[config.mk]
export PLATFORM = sky130hd
export DESIGN_NAME = sump_cmd_decoder
export DESIGN_NICKNAME = d
export VERILOG_FILES = /design/src/rtl/sump_cmd_decoder_pkg.sv /design/src/rtl/sump_cmd_decoder.sv
export SDC_FILE = /design/constraint.sdc
export NUM_CORES = 1
export LEC_CHECK = 0
export BUFFER_PORTS_ARGS = -buffer_cell sky130_fd_sc_hd__buf_2
export CORE_MARGIN = 2
export CORE_UTILIZATION = 50
export CTS_CLUSTER_DIAMETER = 200
export CTS_CLUSTER_SIZE = 30
export DETAILED_ROUTE_END_ITERATION = 12
export PLACE_DENSITY = 0.78
export SYNTH_ARGS = -nofsm -noshare
export SYNTH_HDL_FRONTEND = slang
export SYNTH_SLANG_ARGS = --single-unit
[constraint.sdc]
create_clock -name clock -period 6.4 [get_ports clock]
set_input_delay 0.64 -clock clock [delete_from_list [all_inputs] [get_ports clock]]
set_output_delay 0.64 -clock clock [all_outputs]
set_load 0.03 [all_outputs]
[src/rtl/sump_cmd_decoder_pkg.sv]
// sump_cmd_pkg: opcode constants, state encoding and sizes for the SUMP command decoder
package sump_cmd_pkg;
    localparam logic [7:0] CMD_RESET  = 8'h00;
    localparam logic [7:0] CMD_ARM    = 8'h01;
    localparam logic [7:0] CMD_ID     = 8'h02;
    localparam logic [7:0] CMD_META   = 8'h04;
    localparam logic [7:0] CMD_FINISH = 8'h05;
    localparam logic [7:0] CMD_XON    = 8'h11;
    localparam logic [7:0] CMD_XOFF   = 8'h13;
    localparam int LONG_CMD_BYTES = 4;
    typedef enum logic {IDLE, COLLECT} state_t;
endpackage

[src/rtl/sump_cmd_decoder.sv]
// sump_cmd_decoder: assembles 1-byte and 5-byte SUMP commands into a registered opcode/data pair plus strobes
module sump_cmd_decoder
    import sump_cmd_pkg::*;
#(
    parameter int TIMEOUT_CYCLES = 100000,
    parameter int TIMEOUT_W = 17
) (
    input  logic        clock,
    input  logic        extReset,
    input  logic        rx_valid,
    input  logic [7:0]  rx_byte,
    output logic        cmd_valid,
    output logic [7:0]  opcode,
    output logic [31:0] cmd_data,
    output logic        soft_reset,
    output logic        arm,
    output logic        query_id,
    output logic        query_metadata,
    output logic        finish_now,
    output logic        xoff,
    output logic        timeout_err,
    output logic        busy
);
    localparam logic [TIMEOUT_W-1:0] TMO_LAST = TIMEOUT_W'(TIMEOUT_CYCLES - 1);
    localparam logic [1:0] LAST_SLOT = 2'(LONG_CMD_BYTES - 1);

    state_t                 state, state_n;
    logic [1:0]             cnt;
    logic [TIMEOUT_W-1:0]   tcnt;
    logic [7:0]             pend_op;
    logic [23:0]            pend_data;
    logic                   done, done_long, tmo;
    logic [7:0]             done_op;

    assign busy = (state == COLLECT);

    // state register
    always_ff @(posedge clock or posedge extReset) begin
        if (extReset) state <= IDLE;
        else          state <= state_n;
    end

    // next state: a long opcode opens COLLECT; the last data byte or an expired gap closes it
    always_comb begin
        state_n = state;
        if (state == IDLE) state_n = (rx_valid && rx_byte[7]) ? COLLECT : IDLE;
        else               state_n = (done || tmo) ? IDLE : COLLECT;
    end

    // completion and timeout decode; a byte arriving on the expiry cycle suppresses the timeout
    always_comb begin
        done_long = (state == COLLECT) && rx_valid && (cnt == LAST_SLOT);
        done      = done_long || ((state == IDLE) && rx_valid && !rx_byte[7]);
        done_op   = (state == IDLE) ? rx_byte : pend_op;
        tmo       = (state == COLLECT) && !rx_valid && (tcnt == TMO_LAST);
    end

    // pending command: opcode, little-endian data slots, byte index and inter-byte gap counter
    always_ff @(posedge clock or posedge extReset) begin
        if (extReset) begin
            pend_op   <= '0;
            pend_data <= '0;
            cnt       <= '0;
            tcnt      <= '0;
        end else if (state == IDLE) begin
            if (rx_valid && rx_byte[7]) begin
                pend_op   <= rx_byte;
                pend_data <= '0;
                cnt       <= '0;
                tcnt      <= '0;
            end
        end else if (rx_valid) begin
            if (cnt != LAST_SLOT) pend_data[{cnt, 3'b000} +: 8] <= rx_byte;
            cnt  <= cnt + 2'd1;
            tcnt <= '0;
        end else if (tmo) begin
            pend_op   <= '0;
            pend_data <= '0;
            cnt       <= '0;
            tcnt      <= '0;
        end else begin
            tcnt <= tcnt + 1'b1;
        end
    end

    // registered command outputs, one-cycle strobes and the xoff level
    always_ff @(posedge clock or posedge extReset) begin
        if (extReset) begin
            cmd_valid      <= 1'b0;
            opcode         <= '0;
            cmd_data       <= '0;
            soft_reset     <= 1'b0;
            arm            <= 1'b0;
            query_id       <= 1'b0;
            query_metadata <= 1'b0;
            finish_now     <= 1'b0;
            xoff           <= 1'b0;
            timeout_err    <= 1'b0;
        end else begin
            cmd_valid      <= done;
            soft_reset     <= done && (done_op == CMD_RESET);
            arm            <= done && (done_op == CMD_ARM);
            query_id       <= done && (done_op == CMD_ID);
            query_metadata <= done && (done_op == CMD_META);
            finish_now     <= done && (done_op == CMD_FINISH);
            timeout_err    <= tmo;
            if (done) opcode <= done_op;
            if (done_long) cmd_data <= {rx_byte, pend_data};
            if (done && (done_op == CMD_XOFF)) xoff <= 1'b1;
            else if (done && (done_op == CMD_XON || done_op == CMD_RESET)) xoff <= 1'b0;
        end
    end
endmodule

After elaboration in Yosys (flattened, before gate mapping)
Cells that the tools add are included.
Cells by class
  add/sub/neg operators: 3
  equal/unequal tests: 13
  shift operators: 2
  mux-type cells: 24
  bitwise operators: 1
  reduce and logical (&&, ||, !) cells: 25
Operator list (count)
  24-bit 2-to-1 mux: 5
  17-bit 2-to-1 mux: 4
  8-bit 2-to-1 mux: 5
  24-bit bitwise mux: 1
  8-bit by 7-bit variable shift with 24-bit output, first input constant: 1
  8-bit by 7-bit indexed part select with 24-bit output: 1
  17-bit by 1-bit adder with 17-bit output, second input constant: 1
  17-bit equality test, second input constant: 1
  8-bit by 3-bit equality test with 1-bit output, second input constant: 2
  8-bit by 5-bit equality test with 1-bit output, second input constant: 2
  1-bit logical AND: 14
  8-bit by 1-bit equality test with 1-bit output, second input constant: 1
  8-bit by 2-bit equality test with 1-bit output, second input constant: 1
  8-bit zero test: 1
  2-bit 2-to-1 mux: 4
  5-bit negator with 7-bit output: 1
  3-bit by 2-bit != test with 1-bit output, second input constant: 2
  3-bit AND reduction: 2
  1-bit 2-to-1 mux: 5
  2-bit != test, second input constant: 2
  2-bit nonzero test: 2
  1-bit logical OR: 3
  2-bit by 1-bit adder with 2-bit output, second input constant: 1
  2-bit equality test, second input constant: 1
  4 further kinds: 5
Storage, ports and cells
  bits in registers: 100
  bits of input ports: 11
  output and inout bits: 49
  logic and storage cells: 83

Logic depth before layout (Yosys ltp)
Gate-level depths: netlist (run 1).
  depth in word-level cells: 7
  depth in mapped cells: 6
  mapped depth without buffers: 6

Worst setup path after synthesis (run 1)
OpenSTA, ideal clock, no wires.
  path type: register to register
  from: reg tcnt[12]
  to: reg pend_op[2]
  setup time: 144 ps
  data arrival time: 1905 ps
  required time: 6256 ps
  setup slack: 4351 ps
  stages on the path, launching flop included: 6
  path buffers: 1
  clock period less this slack: 2049 ps
  path through: dfrtp_1 -> buf_6 -> or4b_4 -> or4_4 -> nor3_4 -> a211oi_1
Between the ends
  cells in the longest elaborated chain, start to end: 4
Ends and longest elaborated chain
  start, declared: RTL line sump_cmd_decoder.sv:29  | logic [TIMEOUT_W-1:0] tcnt;
  start signal, assigned: RTL line sump_cmd_decoder.sv:82  | tcnt <= tcnt + 1'b1;
  17-bit equality test: RTL line sump_cmd_decoder.sv:55  | tmo = (state == COLLECT) && !rx_valid && (tcnt == TMO_LAST);
  1-bit logical AND: RTL line sump_cmd_decoder.sv:55
  2-bit by 1-bit != test with 1-bit output (no line)
  3-bit AND reduction (no line)
  end signal, assigned: RTL line sump_cmd_decoder.sv:67  | pend_op <= rx_byte;
  end, declared: RTL line sump_cmd_decoder.sv:30  | logic [7:0] pend_op;
No other way between the ends.
A chain may end at the register's enable or synchronous reset.

Worst setup path in the final report (run 1)
  from: reg state, in the netlist busy
  to: reg pend_data[0]
Between the ends
  cells in the longest elaborated chain, start to end: 4
  elaborated cells between the ends (all ways): 7
  those cells by class: 2 x eq/ne; 1 x mux; 4 x reduce/logical
Ends and longest elaborated chain
  start, declared: RTL line sump_cmd_decoder.sv:27  | state_t state, state_n;
  start signal, assigned: RTL line sump_cmd_decoder.sv:40  | else state <= state_n;
  1-bit logical AND (2 in a row): RTL line sump_cmd_decoder.sv:55
  3-bit by 2-bit != test with 1-bit output (no line)
  3-bit AND reduction (no line)
  end signal, assigned by index: RTL line sump_cmd_decoder.sv:73  | if (cnt != LAST_SLOT) pend_data[{cnt, 3'b000} +: 8] <= rx_byte;
  end, declared: RTL line sump_cmd_decoder.sv:31  | logic [23:0] pend_data;
Parallel ways exist; a longest one is shown, timed or not.

==> impl_results.md, run 1 <==
- Pin count of the biggest net entering global routing: 52
- Die X-Extent: about 98 µm
- # diodes: 0
- Final instance area: ~5100 µm²
- Nets: a little over 500
- Post-CTS Setup Bufs: 0
- Routed wl met3: roughly 500 µm
- FMAX: 315.4 MHz
- Ys async rst share: between 90% and 100%
- Router iterations before antenna repair: 5
- Clk buf depth: 2
- RSZ-0062 raised after global routing: false
- Vias in the first global route: 3321
- Fraction of layout cells with a size suffix above 1: between 10% and 20%
- Worst setup margin: between 3000 and 4000 ps
- Post-synth EDFFs: 0
- Detailed Route Iter0 Violations: 227
- Skew-Pair Late Insertion Delay: around 370 ps
- Hpwl dp: 6718 µm
- Max Clock Skew: 10.59 ps
- Worst EP required: 6700 ps
- PwrDens: around 400 nW/µm²
- Final setup viols: 0
- Avg WL per Cell: around 16 µm
- Final ANT Viol Nets: 0
- P&R area growth vs syn: 14.04%
- Cells after DPL: slightly below 600
- Critical R2R Launch: busy$_DFF_PP0_
- Final hold vios: 0
- Global route total overflow: 0
- Aggregate global-route resource usage: between 20% and 30%
- Post-route minimum period: 3171 ps
- First-pass GRT wire length: ~16000 µm
- # IOs: 60
- Sequential-to-total area share from yosys stat: 56.26%
- Crit end category: flip-flop
- H-Tree Depth: 3
- Worst path slowest cell: and3_1
- Post-CTS sizing: 0
- Gpl congestion: 0.8562
- DRC: 0
- Synthesized Nets: approximately 450
- Worst-Margin Slew: about 1300 ps
- Fin Setup TNS: 0 ps
- Flops & latches, synth: 100
- DP Worst Slack: ~3200 ps
- Syn avg cell area: around 10 µm²
- Worst R2R End: pend_data[0]$_DFFE_PP0P_
- Worst-path cell chain: and3_1 -> nor4_2 -> a2bb2oi_1 -> a22o_1
- Synthesized cell area: between 4000 and 5000 µm²
- Final period utilization: between 40% and 50%
- Num CTS Buffers: 9
- Die H: between 90 and 100 µm
- Setup CP Type: reg2reg
- Met2 WL: about 4500 µm
- CTS Root Cell: clkbuf_8
- CP Max Fanout: 34
- Max-slew violations: 0
- Via count: 3420
- Clock Sinks: 100
- Highest cell delay on the worst timing path: around 1100 ps
- Hold Path Class: in2async
- Post-synth top flop: dfrtp_1
- Status: complete, no violations
- Rel. slew slack: between 10% and 20%
- Die ar.: approximately 9700 µm²
- DP Area: ~4800 µm²
- Initial antenna violation count: 0
- Cts hold-fix bufs: 0
- Routed WL: 9664 µm
- IO buf count: 59
- Initial Utilization: around half
- Area of the core: 8678 µm²
- Netlist cell types: 56
- Critical Path AT: ~3500 ps
- Setup crit start kind: flip-flop
- CTS tree: yes
- DRT met1 WL: between 4000 and 5000 µm
- Yosys warning count: 0
- Std cell rows: 34
- Max Used Layer: met4
- Post-Synthesis Cells: 436
- Maximum VDD drop: ~0.26 mV
- Clk slew on worst S/H paths: 90 ps
- R2R Setup Slk: ~3200 ps
- Worst reg-to-reg path cell count: 4
- Final instance count without filler cells: about 610
- Max capacitance violation total: 0
- Pleak: 0.002600 µW
- Via/cell ratio: roughly 5.7
==> critical path: cells and delay by family, from the launching register on <==
family          cells  cell delay (ps)
simple gates        2             1230
flops               1              980
compound gates      2              870
==> logic make-up (layout without fill, tap and decap cells) <==
logic type	after synthesis	after routing	share of synthesized area, %
simple gates	204	204	22.31
flops	100	100	56.26
compound gates	73	73	11.87
buf+inv	30	91	2.869
mux	17	17	3.826
fa+ha+maj	6	6	1.688
xor+xnor	6	6	1.181
==> report_power, final <==
part	leakage [µW]	internal [µW]	switching (µW)
clock network	0.000123	254	217
registers	0.00134	766	114
logic	0.00114	219	455
total	0.00260	1240	786
==> layer usage <==
layer,vias to the layer above,GRT usage [%]
met2,94,33.18
met4,0,7.060
met1,1685,29.69
li1,1631,-
met3,10,4.510
met5,-,0
==> state kept, by name, summed over array words and instances, names as in the netlist, 2 cells and up <==
name       cells
cmd_data      32
pend_data     24
tcnt          17
opcode         8
pend_op        8
cnt            2
==> layout by cell type (no fill, tap or decap), types with 2 or more instances in the layout <==
cell type / synthesis / routed
nand2_1: 117 / 117
dfrtp_1: 100 / 100
buf_2: 3 / 59
a22o_1: 24 / 24
nor2_1: 22 / 22
o21ai_0: 20 / 20
mux2i_1: 17 / 17
clkbuf_8: 0 / 12
inv_1: 11 / 10
nand3_1: 9 / 9
nor4_1: 9 / 9
a21oi_1: 8 / 8
nor3_1: 6 / 6
ha_1: 6 / 6
xnor2_1: 5 / 5
a31oi_1: 5 / 5
nor4b_1: 4 / 4
nand3b_1: 4 / 4
nand4_1: 4 / 4
buf_4: 1 / 4
nand2b_1: 3 / 3
or2_2: 3 / 3
or4_1: 2 / 2
and3b_1: 2 / 2
and3_1: 2 / 2
o2111a_1: 2 / 2
nor3b_1: 2 / 2
nor2b_1: 2 / 2
and2_1: 2 / 2
a32oi_1: 2 / 2
bufinv_16: 0 / 2
==> synthesized netlist by cell type, drive strengths merged, types with 3 or more instances <==
master / n / share of area (%)
nor4: 10 / 1.5
or4: 3 / 0.59
nor4b: 5 / 1.1
ha: 6 / 1.7
nand2: 117 / 9.9
a31oi: 5 / 0.70
a21oi: 8 / 0.90
xnor2: 5 / 0.98
dfrtp: 100 / 56
nand2b: 3 / 0.42
nand3: 10 / 1.2
nand4: 4 / 0.56
nand3b: 4 / 0.68
or2: 3 / 0.42
inv: 11 / 0.93
a22o: 24 / 4.7
nor3: 7 / 1.0
nor2: 22 / 1.9
buf: 6 / 0.84
o21ai: 23 / 2.9
mux2i: 17 / 3.8
clkbuf: 13 / 1.1
==> final cells by class <==
type	instances	area, µm²
Sequential cell	100	2502
Inverter	11	43.79
Clock inverter	4	77.57
Tap cell	108	135.1
Timing Repair Buffer	64	330.3
Multi-Input combinational cell	306	1818
Fill cell	768	3606
Clock buffer	12	165.2
==> worst max path at each step <==
stage | from | end | slack (ps) | cells after the start
6_report | busy$_DFF_PP0_ | pend_data[0]$_DFFE_PP0P_ | 3230 | 4
5_1_grt | busy$_DFF_PP0_ | pend_data[18]$_DFFE_PP0P_ | 2930 | 4
4_1_cts | busy$_DFF_PP0_ | pend_data[0]$_DFFE_PP0P_ | 3220 | 4
3_5_place_dp | busy$_DFF_PP0_ | pend_data[0]$_DFFE_PP0P_ | 3240 | 4
3_3_place_gp | busy$_DFF_PP0_ | pend_data[0]$_DFFE_PP0P_ | 3410 | 4
2_1_floorplan | extReset | arm$_DFF_PP0_ | 3140 | 1
==> stage by stage <==
stage / utilization, % / power [µW] / hold slack [ps]
floorplan: - / 1374 / 439.1
global placement: 55.59 / 1540 / 454.9
detailed placement: 55.59 / 1565 / 457.4
CTS: 58.39 / 2036 / 346.1
global route: 58.45 / 2157 / 379.9
finish: 58.45 / 2026 / 331.7
No activity file was read; power rests on OpenSTA's default activity.
==> run 2: changes to the inputs <==
- clock period: 6.4 -> 3.23 ns (I/O delays scaled with it)
==> run 2 against run 1 <==
Against the previous run: combinational power is 110% higher; cell area is 0.37% lower; clock skew hardly changed; register-to-register slack worse by 2400 ps; critical path depth stayed put; critical endpoint is now pend_data[14]$_DFFE_PP0P_; routed wire length is 0.80% higher; first-iteration DRC count is 20% lower; via count is 0.15% lower.
==> impl_results.md, run 2 (same netlist as run 1, synthesis figures left out) <==
- DRC: 0 (unchanged)
- Crit end category: flip-flop
- CP Max Fanout: 16 (-53%)
- Most frequent cells in the layout: nand2_1, dfrtp_1, buf_2
- Highest cell delay on the worst timing path: 870 ps (-190 ps)
- Post-CTS Setup Bufs: 0 (unchanged)
- Avg WL per Cell: 16.02 µm (+0.30%)
- R2R Setup Slk: 870 ps (-2360 ps)
- Hold Path Class: in2async
- Die H: 98.32 µm (unchanged)
- Status: complete, no violations
- Max reg flops: 32 (unchanged)
- Max Clock Skew: 10.96 ps (+0.3744 ps)
- Hpwl dp: 6792 µm (+1.1%)
- Initial Utilization: 51.25% (unchanged)
- Cells after DPL: 592 (+0.68%)
- Worst path slowest cell: a21oi_1
- H-Tree Depth: 3 (unchanged)
- Router iterations before antenna repair: 5 (unchanged)
- Detailed Route Iter0 Violations: 181 (-20%)
- Max capacitance violation total: 0 (unchanged)
- IO buf count: 59 (unchanged)
- Fraction of layout cells with a size suffix above 1: 19.60% (+0.28 points)
- Gpl congestion: 0.8443 (-1.4%)
- Rel. slew slack: 23.77% (+8.1 points)
- Worst-path cell chain: a21oi_1 -> nor4_2 -> a31oi_1 -> a22o_1
- Final setup viols: 0 (unchanged)
- Aggregate global-route resource usage: 21.29% (+0.11 points)
- Vias in the first global route: 3340 (+0.57%)
- CTS Root Cell: clkbuf_8
- Via/cell ratio: 5.617 (-0.64%)
- Biggest regs: cmd_data: 32 flops, pend_data: 24 flops, tcnt: 17 flops
- RSZ-0062 raised after global routing: false
- PwrDens: 770.2 nW/µm² (+93%)
- Clk buf depth: 2 (unchanged)
- Nets: 512 (+0.59%)
- Fin Setup TNS: 0 ps (unchanged)
- Setup crit start kind: flip-flop
- CTS tree: yes
- # diodes: 0 (unchanged)
- Std cell rows: 34 (unchanged)
- Pin count of the biggest net entering global routing: 56 (+7.7%)
- Reg with most FFs: cmd_data
- Pleak: 0.002592 µW (-0.32%)
- Skew-Pair Late Insertion Delay: 360 ps (about the same)
- Initial antenna violation count: 0 (unchanged)
- Commonest non-fill, non-tap cell in the layout: nand2_1
- Global route total overflow: 0 (unchanged)
- Post-CTS sizing: 0 (unchanged)
- Die ar.: 9667 µm² (unchanged)
- Final hold vios: 0 (unchanged)
- Num CTS Buffers: 9 (unchanged)
- Clk slew on worst S/H paths: 100 ps (about the same)
- Filler cells: 771 (+0.39%)
- Worst reg-to-reg path cell count: 4 (unchanged)
- Worst R2R End: pend_data[14]$_DFFE_PP0P_
- FMAX: 423.9 MHz (+34%)
- Clock Sinks: 100 (unchanged)
- Maximum VDD drop: 0.5107 mV (+97%)
- Via count: 3415 (-0.15%)
- Critical Path AT: 2660 ps (-810 ps)
- Post-route minimum period: 2359 ps (-811.9 ps)
- Max-slew violations: 0 (unchanged)
- Area of the core: 8678 µm² (unchanged)
- Final instance count without filler cells: 608 (+0.50%)
- Final ANT Viol Nets: 0 (unchanged)
- First-pass GRT wire length: 16510 µm (+1.1%)
- Cts hold-fix bufs: 0 (unchanged)
- P&R area growth vs syn: 13.61%
- Critical R2R Launch: busy$_DFF_PP0_
- Worst Setup SP: busy$_DFF_PP0_
- Worst-Margin Slew: 1143 ps (-109.9 ps)
- Worst EP required: 3530 ps (-3170 ps)
- Final period utilization: 73.03% (+23 points)
- Routed WL: 9741 µm (+0.80%)
- Die X-Extent: 98.32 µm (unchanged)
- # IOs: 60 (unchanged)
- Setup CP Type: reg2reg
## run 2: cell type report
type,count,area (µm²),share of cell area (%)
well taps,108,135.1,2.674
multi-input cells,306,1818,35.97
flip-flops and latches,100,2502,49.52
clock buffers,10,127.6,2.525
inverters,11,43.79,0.8666
repair buffers,67,355.3,7.031
clock inverters,6,71.32,1.411
## run 2: report_power, final
group          internal, µW  switching, µW  total [µW]  leakage, µW
clock network           368            437         805    0.0000992
registers              1520            173        1690      0.00134
logic                   438            956        1390      0.00115
total                  2330           1570        3890      0.00259
## run 2: per-layer routing
| layer | up-vias | GRT usage (%) | wire length [µm] |
|---|---|---|---|
| met3 | 15 | 4.295 | 474 |
| met1 | 1675 | 29.77 | 4430 |
| met2 | 89 | 34.33 | 4723 |
| met5 | - | 0 | 0 |
| met4 | 0 | 5.585 | 112 |
| li1 | 1636 | - | - |
## run 2: worst max path at each step
| stage | end | slack (ps) | cells after the start |
|---|---|---|---|
| floorplan | arm$_DFF_PP0_ | 290 | 1 |
| global placement | pend_data[0]$_DFFE_PP0P_ | 820 | 5 |
| detailed placement | pend_data[11]$_DFFE_PP0P_ | 710 | 5 |
| CTS | pend_data[14]$_DFFE_PP0P_ | 880 | 4 |
| global route | pend_data[13]$_DFFE_PP0P_ | 710 | 4 |
| finish | pend_data[14]$_DFFE_PP0P_ | 870 | 4 |
## run 2: critical path: cells and delay by family, from the launching register on
kind / cells / cell delay [ps]
AOI/OAI and AO/OA: 3 / 1740
DFF: 1 / 390
and+or+nand+nor: 1 / 180
## run 2: through the flow
step	util, %	hold slack, ps	power (µW)	worst slack (ps)	area, µm²
global route	58.23	117.1	4137	710.5	5054
global placement	55.94	452.7	3062	815.2	4855
floorplan	-	428.4	2723	288.2	4448
finish	58.23	59.57	3892	871.1	5054
CTS	58.23	76.78	3927	883.1	5054
detailed placement	55.94	455.3	3113	707.2	4855
==> run 3: changes to the inputs <==
- PLACE_DENSITY: 0.78 -> 0.81
- clock period: 3.23 -> 2.1 ns (I/O delays scaled with it)
==> run 3 against run 2 <==
Against the previous run: power rose by 53%; hold slack better by 100 ps; via count rose by 3.2%; first-iteration DRC count grew 32%; maximum frequency rose by 15%; critical endpoint is now cnt[0]$_DFFE_PP0P_; critical path type unchanged; global-route usage is 0.63 points higher; die area stayed put; worst setup slack lost 830 ps; clock-buffer cell count up 1; final cell count increased by 3.3%; routed wire length is 2.0% higher.
==> impl_results.md, run 3 (same netlist as run 1, synthesis figures left out) <==
- # diodes: 0 (unchanged)
- Final setup viols: 0 (unchanged)
- Clk slew on worst S/H paths: 90 ps (about the same)
- Worst setup margin: 41.69 ps (-829.4 ps)
- Switch share: 40.77% (+0.53 points)
- Routed WL: 9931 µm (+2.0%)
- Register area: 2504 µm² (about the same)
- Initial antenna violation count: 0 (unchanged)
- RSZ-0062 raised after global routing: true
- Die H: 98.32 µm (unchanged)
- Via/cell ratio: 5.611 (about the same)
- Most frequent cells in the layout: nand2_1, dfrtp_1, buf_2
- Aggregate global-route resource usage: 21.92% (+0.63 points)
- Global route total overflow: 0 (unchanged)
- Fraction of layout cells with a size suffix above 1: 23.27% (+3.7 points)
- First-pass GRT wire length: 17120 µm (+3.7%)
- Setup CP Type: reg2reg
- CP Max Fanout: 8 (-8)
- Router iterations before antenna repair: 4 (-1)
- Max Clock Skew: 8.578 ps (-2.387 ps)
- Cells after DPL: 611 (+3.2%)
- Gate power share: 37.6% (+1.8 points)
- Worst-Margin Slew: 501.9 ps (-641.6 ps)
- Final instance area: 5251 µm² (+3.9%)
- Clock Sinks: 100 (unchanged)
- Final instance count without filler cells: 628 (+3.3%)
- Rel. slew slack: 66.44% (+43 points)
- Reg with most FFs: cmd_data
- # IOs: 60 (unchanged)
- Gpl congestion: 0.8797 (+4.2%)
- Biggest regs: cmd_data: 32 flops, pend_data: 24 flops, tcnt: 17 flops
- Die X-Extent: 98.32 µm (unchanged)
- Crit end category: flip-flop
- Max reg flops: 32 (unchanged)
- FMAX: 485.8 MHz (+15%)
- Die ar.: 9667 µm² (unchanged)
- Critical Path AT: 2300 ps (-360 ps)
- P&R area growth vs syn: 18.06%
- Initial Utilization: 51.25% (unchanged)
- CTS Root Cell: clkbuf_8
- Net Sw Power: 2420 µW (+55%)
- PwrDens: 1130 nW/µm² (+47%)
- Hold Path Class: in2reg
- Commonest non-fill, non-tap cell in the layout: nand2_1
- Detailed Route Iter0 Violations: 239 (+32%)
- DRC: 0 (unchanged)
- Area of the core: 8678 µm² (unchanged)
- Num CTS Buffers: 9 (unchanged)
- Area of the multi-input gates: 1856 µm² (+2.1%)
- IO buf count: 59 (unchanged)
- DP Worst Slack: -29.33 ps (-736.5 ps)
- Max capacitance violation total: 0 (unchanged)
- Status: complete, no violations
- Final period utilization: 98.01% (+25 points)
- Pint: 3516 µW (+51%)
- Clock network power share: 18.0% (-2.7 points)
- Skew-Pair Late Insertion Delay: 360 ps (about the same)
- Nets: 533 (+4.1%)
- Post-route minimum period: 2058 ps (-300.6 ps)
- Pin count of the biggest net entering global routing: 59 (+5.4%)
- Seq pwr share: 44.4% (+0.9 points)
- Setup crit start kind: flip-flop
- Via count: 3524 (+3.2%)
- Final ANT Viol Nets: 0 (unchanged)
- Pleak: 0.002680 µW (+3.4%)
- CTS tree: yes
- Worst EP required: 2340 ps (-1190 ps)
- Vias in the first global route: 3487 (+4.4%)
- Avg WL per Cell: 15.81 µm (-1.3%)
- Max-slew violations: 0 (unchanged)
- Clk buf depth: 2 (unchanged)
- Final hold vios: 0 (unchanged)
- Maximum VDD drop: 0.6299 mV (+23%)
- Filler cells: 755 (-2.1%)
- H-Tree Depth: 3 (unchanged)
- DP Area: 5024 µm² (+3.5%)
- Hpwl dp: 7001 µm (+3.1%)
- Std cell rows: 34 (unchanged)
==> run 3: changes by cell type in the layout (fill, tap and decap cells not counted), moves of 2 or more <==
cell        change
inv_6           -2
buf_4          +17
clkinvlp_4      +3
a31oi_2         +2
buf_12          +3
a31oi_1         -2
==> run 3: final timing paths <==
| kind | start | endpoint | slack [ps] | depth (start not counted) |
|---|---|---|---|---|
| min in group asynchronous | extReset | tcnt[6]$_DFFE_PP0P_ | 460 | 4 |
| worst max register to register | tcnt[12]$_DFFE_PP0P_ | cnt[0]$_DFFE_PP0P_ | 40 | 4 |
| worst min-delay path | rx_byte[6] | cmd_data[30]$_DFFE_PP0P_ | 160 | 3 |
| worst min register to register | cmd_data[9]$_DFFE_PP0P_ | cmd_data[9]$_DFFE_PP0P_ | 480 | 2 |
| worst max-delay path | tcnt[12]$_DFFE_PP0P_ | cnt[0]$_DFFE_PP0P_ | 40 | 4 |
| max in group asynchronous | extReset | cmd_data[7]$_DFFE_PP0P_ | 1360 | 4 |
==> run 3: final cells by class <==
type | instances | share of cell area (%)
clock buffer | 11 | 2.502
clock inverter | 4 | 0.5242
inverter | 11 | 0.8578
multi-input combinational | 306 | 35.33
sequential | 100 | 47.68
tap | 108 | 2.573
timing repair buffer | 88 | 10.53
==> run 3: metrics by stage <==
step	setup TNS [ps]	utilization, %	total power [µW]	hold slack, ps
after detailed placement	-92.11	57.89	4867	325.9
after floorplan	0	-	4189	315.4
after global placement	-25.98	57.89	4789	317.3
after CTS	0	60.18	5943	144.1
final	0	60.51	5936	162.7
after global routing	-15.94	60.51	6316	167.9
==> run 3: power by group through the flow <==
stage,clock (µW),combinational [µW],sequential (µW)
2_1_floorplan,0,1090,3100
3_3_place_gp,0,2140,2650
3_5_place_dp,0,2200,2660
4_1_cts,1090,2230,2630
5_1_grt,1160,2460,2700
6_report,1070,2230,2630
==> run 3: what timing repair did <==
| item | in CTS | in global routing |
|---|---|---|
| endpoints found under the setup margin | 12 | 37 |
| pin swaps | 2 | 2 |
| buffers inserted | 1 | 0 |
| resized for setup | 2 | 5 |
| hold buffers | 1 | 0 |
| hold endpoints to repair | 100 | 0 |
| gates cloned | 0 | 0 |
==> run 3: worst max-delay path, stage by stage (launching register included) <==
cell     delay (ps)
dfrtp_1         390
or4b_4          580
or4_4           590
o21ai_4         270
mux2i_1         110
==> run 3: routing by layer <==
metal	track usage, %	vias to the layer above	share of wire, %
met2	33.80	86	47
met4	7.692	0	2.0
met1	31.92	1736	46
li1	-	1682	-
met3	3.293	20	4.4
met5	0	-	0
